--- config.mk ---
export PLATFORM = sky130hd
export DESIGN_NAME = sprite_position_tracker
export DESIGN_NICKNAME = d
export VERILOG_FILES = /design/src/rtl/sprite_pkg.sv /design/src/rtl/axis_saturate.sv /design/src/rtl/sprite_position_tracker.sv
export SDC_FILE = /design/constraint.sdc
export NUM_CORES = 1
export LEC_CHECK = 0
export CAP_MARGIN = 0
export CORE_MARGIN = 1.5
export CORE_UTILIZATION = 35
export CTS_BUF_LIST = sky130_fd_sc_hd__clkbuf_2 sky130_fd_sc_hd__clkbuf_4 sky130_fd_sc_hd__clkbuf_8
export CTS_CLUSTER_SIZE = 10
export DETAILED_ROUTE_END_ITERATION = 10
export PLACE_DENSITY_LB_ADDON = 0.12
export SLEW_MARGIN = 5
export SYNTH_ARGS = -nofsm -noshare
export SYNTH_HDL_FRONTEND = slang
export SYNTH_SLANG_ARGS = --single-unit
--- constraint.sdc ---
create_clock -name Clk -period 2.9 [get_ports Clk]
set_input_delay 0.58 -clock Clk [delete_from_list [all_inputs] [get_ports Clk]]
set_output_delay 0.58 -clock Clk [all_outputs]
set_load 0.02 [all_outputs]
--- src/rtl/sprite_pkg.sv ---
`default_nettype none
// ============================================================================
// Module      : sprite_pkg
// Description : Shared types and constants for the sprite position tracker.
// Revision    : 1.0 - initial release
// ============================================================================
package sprite_pkg;

    // {up, down, left, right}, active-high once decoded from the pad
    typedef logic [3:0] dir_t;

    typedef enum logic [1:0] {
        IDLE   = 2'd0,
        DELAY  = 2'd1,
        REPEAT = 2'd2
    } move_state_t;

    localparam int DIR_UP    = 3;
    localparam int DIR_DOWN  = 2;
    localparam int DIR_LEFT  = 1;
    localparam int DIR_RIGHT = 0;

    localparam int EDGE_TOP    = 3;
    localparam int EDGE_BOTTOM = 2;
    localparam int EDGE_LEFT   = 1;
    localparam int EDGE_RIGHT  = 0;

    localparam int DEF_SCR_W = 640;
    localparam int DEF_SCR_H = 480;

endpackage
`default_nettype wire

--- src/rtl/axis_saturate.sv ---
`default_nettype none
// ============================================================================
// Module      : axis_saturate
// Description : Combinational single-axis step with clamping to [0, MAX].
// Revision    : 1.0 - initial release
// ============================================================================
module axis_saturate #(
    parameter int W    = 10,
    parameter int STEP = 16,
    parameter int MAX  = 624
) (
    input  logic [W-1:0] coord_i,
    input  logic         dec_i,
    input  logic         inc_i,
    output logic [W-1:0] coord_o
);

    localparam logic [W:0] C_STEP = (W+1)'(STEP);
    localparam logic [W:0] C_MAX  = (W+1)'(MAX);

    logic [W:0] w_wide;
    logic [W:0] w_sum;
    logic [W:0] w_diff;

    // One extra bit keeps coord+STEP from wrapping before the clamp compare
    assign w_wide = {1'b0, coord_i};
    assign w_sum  = w_wide + C_STEP;
    assign w_diff = w_wide - C_STEP;

    always_comb begin
        coord_o = coord_i;
        if (dec_i && !inc_i) begin
            coord_o = (w_wide < C_STEP) ? '0 : w_diff[W-1:0];
        end else if (inc_i && !dec_i) begin
            coord_o = (w_sum > C_MAX) ? C_MAX[W-1:0] : w_sum[W-1:0];
        end
    end

endmodule
`default_nettype wire

--- src/rtl/sprite_position_tracker.sv ---
`default_nettype none
// ============================================================================
// Module      : sprite_position_tracker
// Description : Per-frame sprite position update from SNES buttons with
//               diagonal moves, edge saturation and hold auto-repeat.
// Revision    : 1.0 - initial release
// ============================================================================
module sprite_position_tracker
    import sprite_pkg::*;
#(
    parameter int W             = 10,
    parameter int SCR_W         = DEF_SCR_W,
    parameter int SCR_H         = DEF_SCR_H,
    parameter int SPR_W         = 16,
    parameter int SPR_H         = 16,
    parameter int STEP          = 16,
    parameter int X0            = 312,
    parameter int Y0            = 232,
    parameter int REPEAT_DELAY  = 8,
    parameter int REPEAT_PERIOD = 4
) (
    input  logic         Clk,
    input  logic         Reset,
    input  logic         Frame_Tick,
    input  logic         Up,
    input  logic         Down,
    input  logic         Left,
    input  logic         Right,
    output logic [W-1:0] Col,
    output logic [W-1:0] Row,
    output logic         Moved,
    output logic [3:0]   Hit_Edge
);

    localparam int MAXC    = SCR_W - SPR_W;
    localparam int MAXR    = SCR_H - SPR_H;
    localparam int CNT_MAX = (REPEAT_DELAY > REPEAT_PERIOD) ? REPEAT_DELAY : REPEAT_PERIOD;
    localparam int CNT_W   = (CNT_MAX > 1) ? $clog2(CNT_MAX) : 1;

    localparam logic [W-1:0]     C_MAXC      = W'(MAXC);
    localparam logic [W-1:0]     C_MAXR      = W'(MAXR);
    localparam logic [W-1:0]     C_X0        = W'(X0);
    localparam logic [W-1:0]     C_Y0        = W'(Y0);
    localparam logic [CNT_W-1:0] C_DELAY_END = CNT_W'(REPEAT_DELAY - 1);
    localparam logic [CNT_W-1:0] C_PER_END   = CNT_W'(REPEAT_PERIOD - 1);
    localparam logic [CNT_W-1:0] C_CNT_ONE   = CNT_W'(1);
    localparam logic [3:0]       C_RST_EDGE  = {Y0 == 0, Y0 == MAXR, X0 == 0, X0 == MAXC};

    generate
        if (SPR_W > SCR_W || SPR_H > SCR_H || STEP < 1 || X0 > MAXC || Y0 > MAXR ||
            X0 < 0 || Y0 < 0 || REPEAT_DELAY < 1 || REPEAT_PERIOD < 1 ||
            MAXC >= (1 << W) || MAXR >= (1 << W) || STEP >= (1 << W)) begin : g_bad_params
            $error("sprite_position_tracker: illegal parameter combination");
        end
    endgenerate

    move_state_t      state_q, state_d;
    logic [CNT_W-1:0] cnt_q, cnt_d;
    dir_t             dir_q, dir_d;
    logic [W-1:0]     col_q, col_d, row_q, row_d;
    logic             moved_q, moved_d;
    logic [3:0]       edge_q, edge_d;

    dir_t         w_dir;
    dir_t         w_eff;
    logic         w_active;
    logic         w_step;
    logic [W-1:0] w_col_sat;
    logic [W-1:0] w_row_sat;

    // A pressed pair on one axis cancels to no motion on that axis only
    assign w_dir = {~Up, ~Down, ~Left, ~Right};
    assign w_eff[DIR_UP]    = w_dir[DIR_UP]    & ~w_dir[DIR_DOWN];
    assign w_eff[DIR_DOWN]  = w_dir[DIR_DOWN]  & ~w_dir[DIR_UP];
    assign w_eff[DIR_LEFT]  = w_dir[DIR_LEFT]  & ~w_dir[DIR_RIGHT];
    assign w_eff[DIR_RIGHT] = w_dir[DIR_RIGHT] & ~w_dir[DIR_LEFT];
    assign w_active = |w_eff;

    axis_saturate #(.W(W), .STEP(STEP), .MAX(MAXC)) u_col_sat (
        .coord_i (col_q),
        .dec_i   (w_eff[DIR_LEFT]),
        .inc_i   (w_eff[DIR_RIGHT]),
        .coord_o (w_col_sat)
    );

    axis_saturate #(.W(W), .STEP(STEP), .MAX(MAXR)) u_row_sat (
        .coord_i (row_q),
        .dec_i   (w_eff[DIR_UP]),
        .inc_i   (w_eff[DIR_DOWN]),
        .coord_o (w_row_sat)
    );

    always_comb begin
        state_d = state_q;
        cnt_d   = cnt_q;
        dir_d   = dir_q;
        w_step  = 1'b0;
        if (Frame_Tick) begin
            unique case (state_q)
                IDLE: begin
                    if (w_active) begin
                        w_step  = 1'b1;
                        dir_d   = w_eff;
                        cnt_d   = '0;
                        state_d = DELAY;
                    end
                end
                DELAY: begin
                    if (!w_active) begin
                        cnt_d   = '0;
                        state_d = IDLE;
                    end else if (w_eff != dir_q) begin
                        w_step = 1'b1;
                        dir_d  = w_eff;
                        cnt_d  = '0;
                    end else if (cnt_q == C_DELAY_END) begin
                        w_step  = 1'b1;
                        cnt_d   = '0;
                        state_d = REPEAT;
                    end else begin
                        cnt_d = cnt_q + C_CNT_ONE;
                    end
                end
                REPEAT: begin
                    if (!w_active) begin
                        cnt_d   = '0;
                        state_d = IDLE;
                    end else if (w_eff != dir_q) begin
                        w_step  = 1'b1;
                        dir_d   = w_eff;
                        cnt_d   = '0;
                        state_d = DELAY;
                    end else if (cnt_q == C_PER_END) begin
                        w_step = 1'b1;
                        cnt_d  = '0;
                    end else begin
                        cnt_d = cnt_q + C_CNT_ONE;
                    end
                end
                default: begin
                    cnt_d   = '0;
                    state_d = IDLE;
                end
            endcase
        end
    end

    always_comb begin
        col_d   = w_step ? w_col_sat : col_q;
        row_d   = w_step ? w_row_sat : row_q;
        moved_d = w_step && ((w_col_sat != col_q) || (w_row_sat != row_q));
        edge_d  = '0;
        edge_d[EDGE_TOP]    = (row_d == '0);
        edge_d[EDGE_BOTTOM] = (row_d == C_MAXR);
        edge_d[EDGE_LEFT]   = (col_d == '0);
        edge_d[EDGE_RIGHT]  = (col_d == C_MAXC);
    end

    always_ff @(posedge Clk) begin
        if (Reset) begin
            state_q <= IDLE;
            cnt_q   <= '0;
            dir_q   <= '0;
            col_q   <= C_X0;
            row_q   <= C_Y0;
            moved_q <= 1'b0;
            edge_q  <= C_RST_EDGE;
        end else begin
            state_q <= state_d;
            cnt_q   <= cnt_d;
            dir_q   <= dir_d;
            col_q   <= col_d;
            row_q   <= row_d;
            moved_q <= moved_d;
            edge_q  <= edge_d;
        end
    end

    assign Col      = col_q;
    assign Row      = row_q;
    assign Moved    = moved_q;
    assign Hit_Edge = edge_q;

endmodule
`default_nettype wire

# Word-level counts from Yosys, hierarchy flattened
# Cells that the tools add are included.
[word_totals]
input_bits = 7
wordCells = 96
regBits = 34
output_inout_bits = 25
[op_classes]
order_cmp = 4
bitwise = 8
n_mux = 38
eq_ne = 15
reduce_logical = 19
add_sub_neg = 5
[op_table]
columns = ["op", "count"]
rows = [
  ["$mux W10", 10],
  ["$add A10 B5 Y11 const B", 2],
  ["$mux W3", 7],
  ["$logic_not A10 Y1", 2],
  ["$lt A10 B5 Y1 const B", 2],
  ["$ne A10 B10 Y1", 2],
  ["$sub A10 B5 Y10 const B", 2],
  ["$mux W2", 6],
  ["$mux W4", 3],
  ["$gt A11 B10 Y1 const B", 1],
  ["$gt A11 B9 Y1 const B", 1],
  ["$eq A10 B10 Y1 const B", 1],
  ["$eq A10 B9 Y1 const B", 1],
  ["$reduce_and A5 Y1", 2],
  ["$ne A3 B3 Y1 const B", 3],
  ["$pmux W3 S3", 1],
  ["$mux W1", 8],
  ["$pmux W4 S2", 1],
  ["$pmux W2 S3", 1],
  ["$logic_and A1 B1 Y1", 5],
  ["$and A1 B1 Y1", 4],
  ["$logic_not A1 Y1", 4],
  ["$ne A2 B1 Y1 const B", 2],
  ["$ne A4 B4 Y1", 1],
  ["14 further kinds", 17],
]

# Depth between registers and ports, before layout
# Gate-level depths: netlist of run 1.
[depth]
ltp_word = 9
depth_mapped = 10

# By module
# From an unflattened synthesis of run 1, not the netlist that was laid out.
[unflattened]
cells_unflattened = 359
area_unflattened_um2 = 3041.7
[modules_own_cells]
columns = ["mod", "cells_per_inst", "area_per_inst_um2", "n_inst"]
rows = [
  ["sprite_position_tracker", 209, 1913.1, 1],
  ["axis_saturate at u_col_sat", 80, 605.6, 1],
  ["axis_saturate at u_row_sat", 70, 523.0, 1],
]

# Worst setup path after synthesis of run 1
# OpenSTA, ideal clock, no wires.
[synth_timing]
path_kind = "reg2reg"
startpoint = "register row_q[4], in the netlist Row[4]"
endpoint = "register edge_q[2], in the netlist Hit_Edge[2]"
arrival_time_ps = 2532
t_required_ps = 2813
setup_time_ps = 87
stages_incl_launch_ff = 11
setup_slack_ps = 281
cell_sequence = "dfxtp_1 -> buf_2 -> inv_1 -> ha_1 -> nor2b_1 -> a2111o_1 -> o211ai_2 -> nor2_1 -> o41ai_2 -> o211a_1 -> nor4b_4"
[synth_via]
elab_chain_cells = 7
elab_cells_between_ends = 10
classes_between = "2 x add/sub; 2 x order compare; 1 x eq/ne; 5 x mux"
[synth_rtl]
columns = ["item", "line", "source"]
rows = [
  ["start: declaration", "sprite_position_tracker.sv:60", "logic [W-1:0] col_q, col_d, row_q, row_d;"],
  ["start signal: assignment", "sprite_position_tracker.sv:173", "row_q <= row_d;"],
  ["$add A10 B5 Y11", "axis_saturate.sv:27", "assign w_sum = w_wide + C_STEP;"],
  ["$gt A11 B9 Y1", "axis_saturate.sv:35", "coord_o = (w_sum > C_MAX) ? C_MAX[W-1:0] : w_sum[W-1:0];"],
  ["$mux W10", "axis_saturate.sv:35", ""],
  ["$mux W10", "axis_saturate.sv:34", "end else if (inc_i && !dec_i) begin"],
  ["$mux W10", "axis_saturate.sv:32", "if (dec_i && !inc_i) begin"],
  ["$mux W10 (*)", "sprite_position_tracker.sv:150", "row_d = w_step ? w_row_sat : row_q;"],
  ["$eq A10 B9 Y1 (*)", "sprite_position_tracker.sv:154", "edge_d[EDGE_BOTTOM] = (row_d == C_MAXR);"],
  ["end signal: assignment", "sprite_position_tracker.sv:175", "edge_q <= edge_d;"],
  ["end: declaration", "sprite_position_tracker.sv:62", "logic [3:0] edge_q, edge_d;"],
]
# Mark *: on every way between the ends. The rest lies on a longest branch, timed or not.
# A chain may end at the register's enable or synchronous reset.

# Worst setup path after layout of run 1
[layout_timing]
startpoint = "input port Up"
endpoint = "register edge_q[1], in the netlist Hit_Edge[1]"
[layout_via]
elab_chain_cells = 9
elab_cells_between_ends = 14
classes_between = "1 x eq/ne; 8 x mux; 3 x bitwise; 2 x reduce/logical"
[layout_rtl]
columns = ["item", "line", "source"]
rows = [
  ["start: declaration", "sprite_position_tracker.sv:25", "input logic Up,"],
  ["$not A1 Y1", "sprite_position_tracker.sv:72", "assign w_dir = {~Up, ~Down, ~Left, ~Right};"],
  ["$and A1 B1 Y1", "sprite_position_tracker.sv:73", "assign w_eff[DIR_UP] = w_dir[DIR_UP] & ~w_dir[DIR_DOWN];"],
  ["$ne A4 B4 Y1", "sprite_position_tracker.sv:112, sprite_position_tracker.sv:128", ""],
  ["$mux W1, on equally long branches", "sprite_position_tracker.sv:128, sprite_position_tracker.sv:112", ""],
  ["$mux W1, on equally long branches", "sprite_position_tracker.sv:125, sprite_position_tracker.sv:109", ""],
  ["$pmux W1 S3 (*)", "sprite_position_tracker.sv:99", "unique case (state_q)"],
  ["$mux W1 (*)", "sprite_position_tracker.sv:98", "if (Frame_Tick) begin"],
  ["$mux W10 (*)", "sprite_position_tracker.sv:149", "col_d = w_step ? w_col_sat : col_q;"],
  ["$logic_not A10 Y1 (*)", "sprite_position_tracker.sv:155", "edge_d[EDGE_LEFT] = (col_d == '0);"],
]
# Marks and branches as above.

==> flow_summary.yaml, run 1 <==
sta:
  rsz0062_at_grt: "no"
  fin_skew_ns: 0.00763
  slew_headroom_pct: 60.8
  hold_viol: 0
  fin_crit_ns: 2.83
  slew_viol_final: 0
  setup_ws_ns: 0.0665
  tightestPinTransition_ns: 0.584
  finalCritPeriodShare_pct: 97.7
  timing.fmax_mhz: 353
  finalSetupViolCount: 0
critical_path:
  r2r-end: "Hit_Edge[1]"
  endpoint_kind: "flop"
  start_kind: "input pin"
  crit_arrival_ns: 3.07
  reg2regPathDepth: 10
  path_class: "input pin to flop"
  required_ns: 3.13
  crit_path_start: "Up"
  r2r-start: "state_q[0]"
  reg2reg_slack_ns: 0.21
  crit_fanout: 3
floorplanning:
  fp.dieArea_um2: 8720
  row_count: 32
  ios: 32
  die_x_um: 93.4
  core_um2: 7810
  die_h_um: 93.4
  start_util_pct: 36.6
power:
  p_int_uw: 926
  clockPowerShare_pct: 26.5
  power_switching_uw: 511
  p_comb_share_pct: 36.9
  seq_power_share_pct: 36.6
  swShare_pct: 35.5
  power_leakage_nw: 1.50
  ir_worst_vdd_v: 0.000201
  power_density_nw_per_um2: 384
  total_power_mw: 1.44
yosys:
  syn_inst: 368
  synth_fp_nets: 397
  synth_seq_cells: 34
  yosysWarnings: 0
  seq_area_frac_synth_pct: 23.8
  synth.distinct_cells: 68
  synthFlopType: "dfxtp_1"
  syn_avg_cell_area_um2: 7.77
  synth_edf_count: 0
  async_flop_share_pct: 0
  netlist_area_um2: 2860
cts:
  hold_buffers: 0
  clkLatencyLatePin_ns: 0.29
  clk_path_buf_depth: 2
  cts_sinks: 34
  cts_buffers: 5
  htreeDepth: 2
  cts_tree: "yes"
  cts-root-buf: "clkbuf_8"
  clk_pin_slew_ns: 0.08
drt:
  first_pass_iters: 6
  ant_nets: 0
  drt-total-wl_um: 7890
  via_per_inst: 5.48
  drc: 0
  vias: 2954
  drt-wirelength-per-cell_um: 14.6
  drt_iter0_drc: 205
layout:
  diodes: 0
  drive_above_1_share_pct: 20.4
  syn2layout_area_growth_pct: 30.8
  fill_cells: 789
  fin_cells: 539
  nets: 465
  most-common-layout-cells: "50 x buf_4, 40 x nor2_1, 34 x dfxtp_1"
  final_common_cell: "buf_4"
run_status:
  status: "finished clean"
global_route:
  grt_max_degree: 21
  antenna_found_initial: 0
  grt_pass1_vias: 2629
  grt_usage_pct: 18.4
  grt_pass1_wl_um: 12900
  overflow: 0
worst_hold_path:
  worstHoldStart: "Row[3]"
  hold_depth: 2
  worstHoldPathType: "flop to flop"
  hold_end: "Row[3]"
job:
  max_cap_violations: 0
placement:
  dp_slack_ns: -0.311
  globalplace.congestion: 0.912
  dp_hpwl_um: 5940
  dp_cells: 527
  place.port_buffers: 31
-- critical path, stage by stage --
cell and delay, ns:
clkdlybuf4s50_1 0.48, inv_1 0.06, ha_1 0.32, a21boi_2 0.19, o211ai_1 0.18, buf_4 0.19
a221oi_2 0.23, o22ai_1 0.12, nor4b_2 0.32, nor3b_2 0.21, and3_1 0.16
-- stage by stage --
| stage | hold slack [ns] | cell area (µm²) | utilization (%) | TNS (ns) |
|---|---|---|---|---|
| floorplan | 0.458 | 2860 | - | 0 |
| global placement | 0.468 | 3550 | 45.4 | -1.35 |
| detailed placement | 0.475 | 3550 | 45.4 | -2.04 |
| CTS | 0.492 | 3640 | 46.7 | 0 |
| global route | 0.498 | 3740 | 47.9 | 0 |
| finish | 0.490 | 3740 | 47.9 | 0 |
-- worst max-delay path by stage --
| stage | cells past startpoint | endpoint | slack (ns) |
|---|---|---|---|
| floorplan | 10 | Hit_Edge[2] | 0.28 |
| global placement | 10 | Hit_Edge[2] | -0.21 |
| detailed placement | 11 | Hit_Edge[1] | -0.31 |
| CTS | 11 | Hit_Edge[1] | 0.001 |
| global route | 11 | Hit_Edge[1] | 0.008 |
| finish | 11 | Hit_Edge[1] | 0.07 |
-- layer usage --
layer / wire length, µm / up-vias / global-route usage, %
met1: 3900 / 1385 / 26.9
li1: - / 1466 / -
met5: 0 / - / 0
met3: 431 / 11 / 3.82
met4: 100 / 0 / 5.30
met2: 3460 / 92 / 26.7
-- flip-flops by register name, indices dropped and copies added, names as in the netlist --
register	count
Col	10
Hit_Edge	4
Moved	1
Row	10
cnt_q	3
dir_q	4
state_q	2
-- power groups by stage --
stage / sequential [mW] / clock, mW / combinational, mW
floorplan: 0.534 / 0 / 0.311
global placement: 0.536 / 0 / 0.488
detailed placement: 0.535 / 0 / 0.488
CTS: 0.525 / 0.396 / 0.490
global route: 0.530 / 0.417 / 0.582
finish: 0.525 / 0.381 / 0.530
-- synth_stat cells (2+ instances only) --
| master | count | area [µm²] |
|---|---|---|
| nand2b_1 | 7 | 43.8 |
| nand2_1 | 23 | 86.3 |
| a21boi_1 | 2 | 15.0 |
| a211oi_1 | 9 | 67.6 |
| nor3_1 | 8 | 40.0 |
| mux2_1 | 2 | 22.5 |
| o211ai_1 | 3 | 22.5 |
| mux2i_1 | 7 | 70.1 |
| a21boi_0 | 2 | 15.0 |
| or4_1 | 3 | 22.5 |
| clkbuf_1 | 12 | 45.0 |
| inv_1 | 23 | 86.3 |
| ha_1 | 22 | 275 |
| nor2b_1 | 10 | 62.6 |
| o32ai_1 | 3 | 26.3 |
| a2111o_1 | 2 | 22.5 |
| and4_1 | 3 | 26.3 |
| nand3_1 | 9 | 45.0 |
| o41ai_1 | 2 | 17.5 |
| a22oi_1 | 3 | 22.5 |
| o22ai_1 | 6 | 37.5 |
| dfxtp_1 | 34 | 681 |
| buf_2 | 6 | 30.0 |
| xnor2_1 | 4 | 35.0 |
| a221oi_1 | 2 | 17.5 |
| o21ai_0 | 17 | 85.1 |
| a31oi_1 | 3 | 18.8 |
| or2_2 | 5 | 31.3 |
| xor2_1 | 4 | 35.0 |
| or3_1 | 4 | 25.0 |
| a21oi_1 | 27 | 135 |
| nor2_1 | 40 | 150 |
| and2_1 | 10 | 62.6 |
| o31ai_1 | 2 | 15.0 |
| buf_4 | 2 | 15.0 |
| and3_1 | 4 | 25.0 |
| nor3b_2 | 2 | 25.0 |
| nand4_1 | 6 | 37.5 |
| o21a_1 | 2 | 15.0 |
| nor4_1 | 4 | 25.0 |
| nor4_2 | 2 | 25.0 |
-- logic make-up (layout without fill, tap and decap cells) --
| family | count (synthesis) | count (layout) | share of synthesized area [%] |
|---|---|---|---|
| fa+ha+maj | 22 | 22 | 9.63 |
| flops | 34 | 34 | 23.8 |
| compound gates | 101 | 101 | 24.2 |
| xor+xnor | 8 | 8 | 2.45 |
| buf+inv | 44 | 113 | 6.57 |
| mux | 10 | 10 | 3.63 |
| simple gates | 149 | 149 | 29.7 |
-- timing repair --
item                                    CTS  global route
endpoints found under the setup margin    0             7
setup buffers                             0             4
gates resized for setup                   0            13
endpoints found under the hold margin     0             0
-- area by class of cell --
cell class / instances / area (µm²) / share of cell area (%)
timing repair buffer: 82 / 702 / 18.8
tap: 102 / 128 / 3.41
sequential: 34 / 681 / 18.2
inverter: 23 / 86.3 / 2.31
clock buffer: 6 / 82.6 / 2.21
clock inverter: 2 / 12.5 / 0.335
multi-input combinational: 290 / 2050 / 54.8
Note: power is estimated with default switching activity, not from simulation.
==> run 2, diff against run 1 <==
--- a/config.mk
+++ b/config.mk
@@ -5,6 +5,7 @@
 export SDC_FILE = /design/constraint.sdc
 export NUM_CORES = 1
 export LEC_CHECK = 0
+export ABC_AREA = 1
 export CAP_MARGIN = 0
 export CORE_MARGIN = 1.5
 export CORE_UTILIZATION = 35
==> flow_summary.yaml, run 2 <==
run_status:
  status: "finished clean"
global_route:
  antenna_found_initial: 0
  overflow: 0
  grt_max_degree: 24
  grt_usage_pct: 18.9
  grt_pass1_wl_um: 12900
  grt_pass1_vias: 2700
critical_path:
  start_kind: "input pin"
  crit_arrival_ns: 2.73
  cp_top_family: "simple AND/OR/NAND/NOR gates"
  cp_num_buf_inv: 3
  critPathMaxStageDelay_ns: 0.54
  required_ns: 3.13
  path_common_cell: "nand2_1"
  crit_fanout: 23
  path_cells: "clkdlybuf4s50_1, inv_1, ha_1, xor2_1, nor2_1, and2_4, o21ai_1, nand2_1, nand2_1, nand2_2, buf_12, nand2_1, o21ai_1, nand2_1, nor2_1, nand2_1, nor2_1"
  path_class: "input pin to flop"
  critPathSlowestCell: "clkdlybuf4s50_1"
  endpoint_kind: "flop"
cts:
  clk_path_buf_depth: 2
  postCtsSetupRepairBufs: 0
  htreeDepth: 2
  clkLatencyLatePin_ns: 0.29
  cts_sinks: 34
  cts-resized-gates: 0
  hold_buffers: 0
  cts_buffers: 5
  cts_tree: "yes"
  clk_pin_slew_ns: 0.08
  cts-root-buf: "clkbuf_8"
layout:
  most-common-layout-cells: "145 x nand2_1, 55 x nor2_1, 48 x inv_1"
  final_common_cell: "nand2_1"
  drive_above_1_share_pct: 8.23
  diodes: 0
  syn2layout_area_growth_pct: 20.6
  nets: 526
placement:
  globalplace.congestion: 0.897
  dp_hpwl_um: 5850
  place.port_buffers: 31
yosys:
  yosysWarnings: 0
  synth_fp_nets: 493
  synth_commonest_cells: "145 x nand2_1, 55 x nor2_1, 48 x inv_1, 40 x nand3_1, 34 x dfxtp_1"
  async_flop_share_pct: 0
  yosysTopAreaCellShare_pct: 24.4
  synthFlopType: "dfxtp_1"
  synth_edf_count: 0
  syn_inst: 464
  netlist_area_um2: 2790
  syn_avg_cell_area_um2: 6.01
  synth_most_common_cell: "nand2_1"
  seq_area_frac_synth_pct: 24.4
  synthTopCellsByArea: "dfxtp_1 24%, nand2_1 20%, ha_1 9.9%, nor2_1 7.4%, nand3_1 7.2%"
  synth.distinct_cells: 32
  yosysTopAreaCell: "dfxtp_1"
  synth_seq_cells: 34
power:
  ir_worst_vdd_v: 0.000270
  power_leakage_nw: 1.63
  total_power_mw: 1.78
  power_density_nw_per_um2: 530
drt:
  drt-wirelength-per-cell_um: 12.5
  via_per_inst: 4.85
  first_pass_iters: 4
  ant_nets: 0
  drt-total-wl_um: 7520
  drt_iter0_drc: 132
  drc: 0
  vias: 2912
worst_hold_path:
  worstHoldPathType: "flop to flop"
floorplanning:
  ios: 32
  fp.dieArea_um2: 8520
  start_util_pct: 36.1
  die_x_um: 92.3
  core_um2: 7730
  row_count: 32
  die_h_um: 92.3
sta:
  fin_skew_ns: 0.00462
  rsz0062_at_grt: "no"
  finalSetupViolCount: 0
  fin_crit_ns: 2.50
  fin_tns_setup_ns: 0
  slew_headroom_pct: 62.3
  slew_viol_final: 0
  finalCritPeriodShare_pct: 86.3
  timing.fmax_mhz: 400
  tightestPinTransition_ns: 0.565
  hold_viol: 0
job:
  max_cap_violations: 0
==> run 2: cell types whose count changed after synthesis, sizes merged, moves of 6 or more <==
cell and delta:
a211oi -7, and2 -9, inv +36, clkbuf -7
nand2 +132, mux2i -7, nand3 +32, nor2 +18
o21ai +6, nor4 -7, nand2b -7, xor2 +6
or2 -6, nor2b -10
==> run 2: report_power, final <==
part	switching, mW	internal (mW)	total (mW)	leakage (nW)
sequential	0.0674	0.505	0.572	0.277
combinational	0.429	0.250	0.678	1.28
clock	0.189	0.345	0.533	0.0683
==> run 2: final cells by class <==
cell class	count	area (µm²)
inverters	62	233
well taps	102	128
fillers	814	4360
repair buffers	37	368
flip-flops and latches	34	681
clock inverters	3	68.8
clock buffers	5	68.8
multi-input cells	357	1820
==> run 2: worst reg2reg max path, cell delays in order, from the launching register on <==
cell and delay (ns):
dfxtp_1 0.52, inv_2 0.17, ha_1 0.36, nor2_1 0.06, nor2_1 0.11, nand3_1 0.10
nand2_2 0.09, nand2_4 0.08, nand2_1 0.06, nand2_1 0.07, nand2_1 0.12, nand2_1 0.06
nand2_1 0.07, nand3_1 0.06, nor2_1 0.11, nand3_1 0.08, nand2_1 0.07, inv_1 0.04
==> run 2: kinds of logic (layout without fill, tap and decap cells) <==
kind of cell	count (synthesis)	after routing	share of synthesized area, %
AO/OA/AOI/OAI	56	56	10.9
flip-flops	34	34	24.4
XOR/XNOR	10	10	3.14
buffers and inverters	73	107	10.4
adder cells (fa/ha/maj)	22	22	9.87
AND/OR/NAND/NOR	269	269	41.3
==> run 2: worst paths after layout <==
path                       to  cells after the start  slack [ns]     start
setup reg to reg        Moved                     17        0.60    Row[4]
hold reg to reg      dir_q[2]                      2        0.46  dir_q[2]
setup / recovery  Hit_Edge[0]                     17        0.40        Up
hold / removal       dir_q[2]                      2        0.46  dir_q[2]
==> run 2: per-layer routing <==
layer,vias up,share of wire (%),global-route usage [%],wire [µm]
li1,1535,-,-,-
met1,1303,49,26.8,3710
met2,68,45,29.6,3390
met3,6,4.7,3.07,355
met4,0,0.98,4.74,74
met5,-,0,0,0
==> run 2: metrics by stage <==
step / cell area, µm² / utilization [%] / hold WS [ns] / instances / setup WS, ns
2_1_floorplan: 2790 / - / 0.435 / 464 / 0.833
3_3_place_gp: 3230 / 41.8 / 0.446 / 592 / 0.144
3_5_place_dp: 3230 / 41.8 / 0.453 / 592 / 0.127
4_1_cts: 3370 / 43.6 / 0.465 / 600 / 0.423
5_1_grt: 3370 / 43.6 / 0.491 / 600 / 0.192
6_report: 3370 / 43.6 / 0.462 / 600 / 0.397
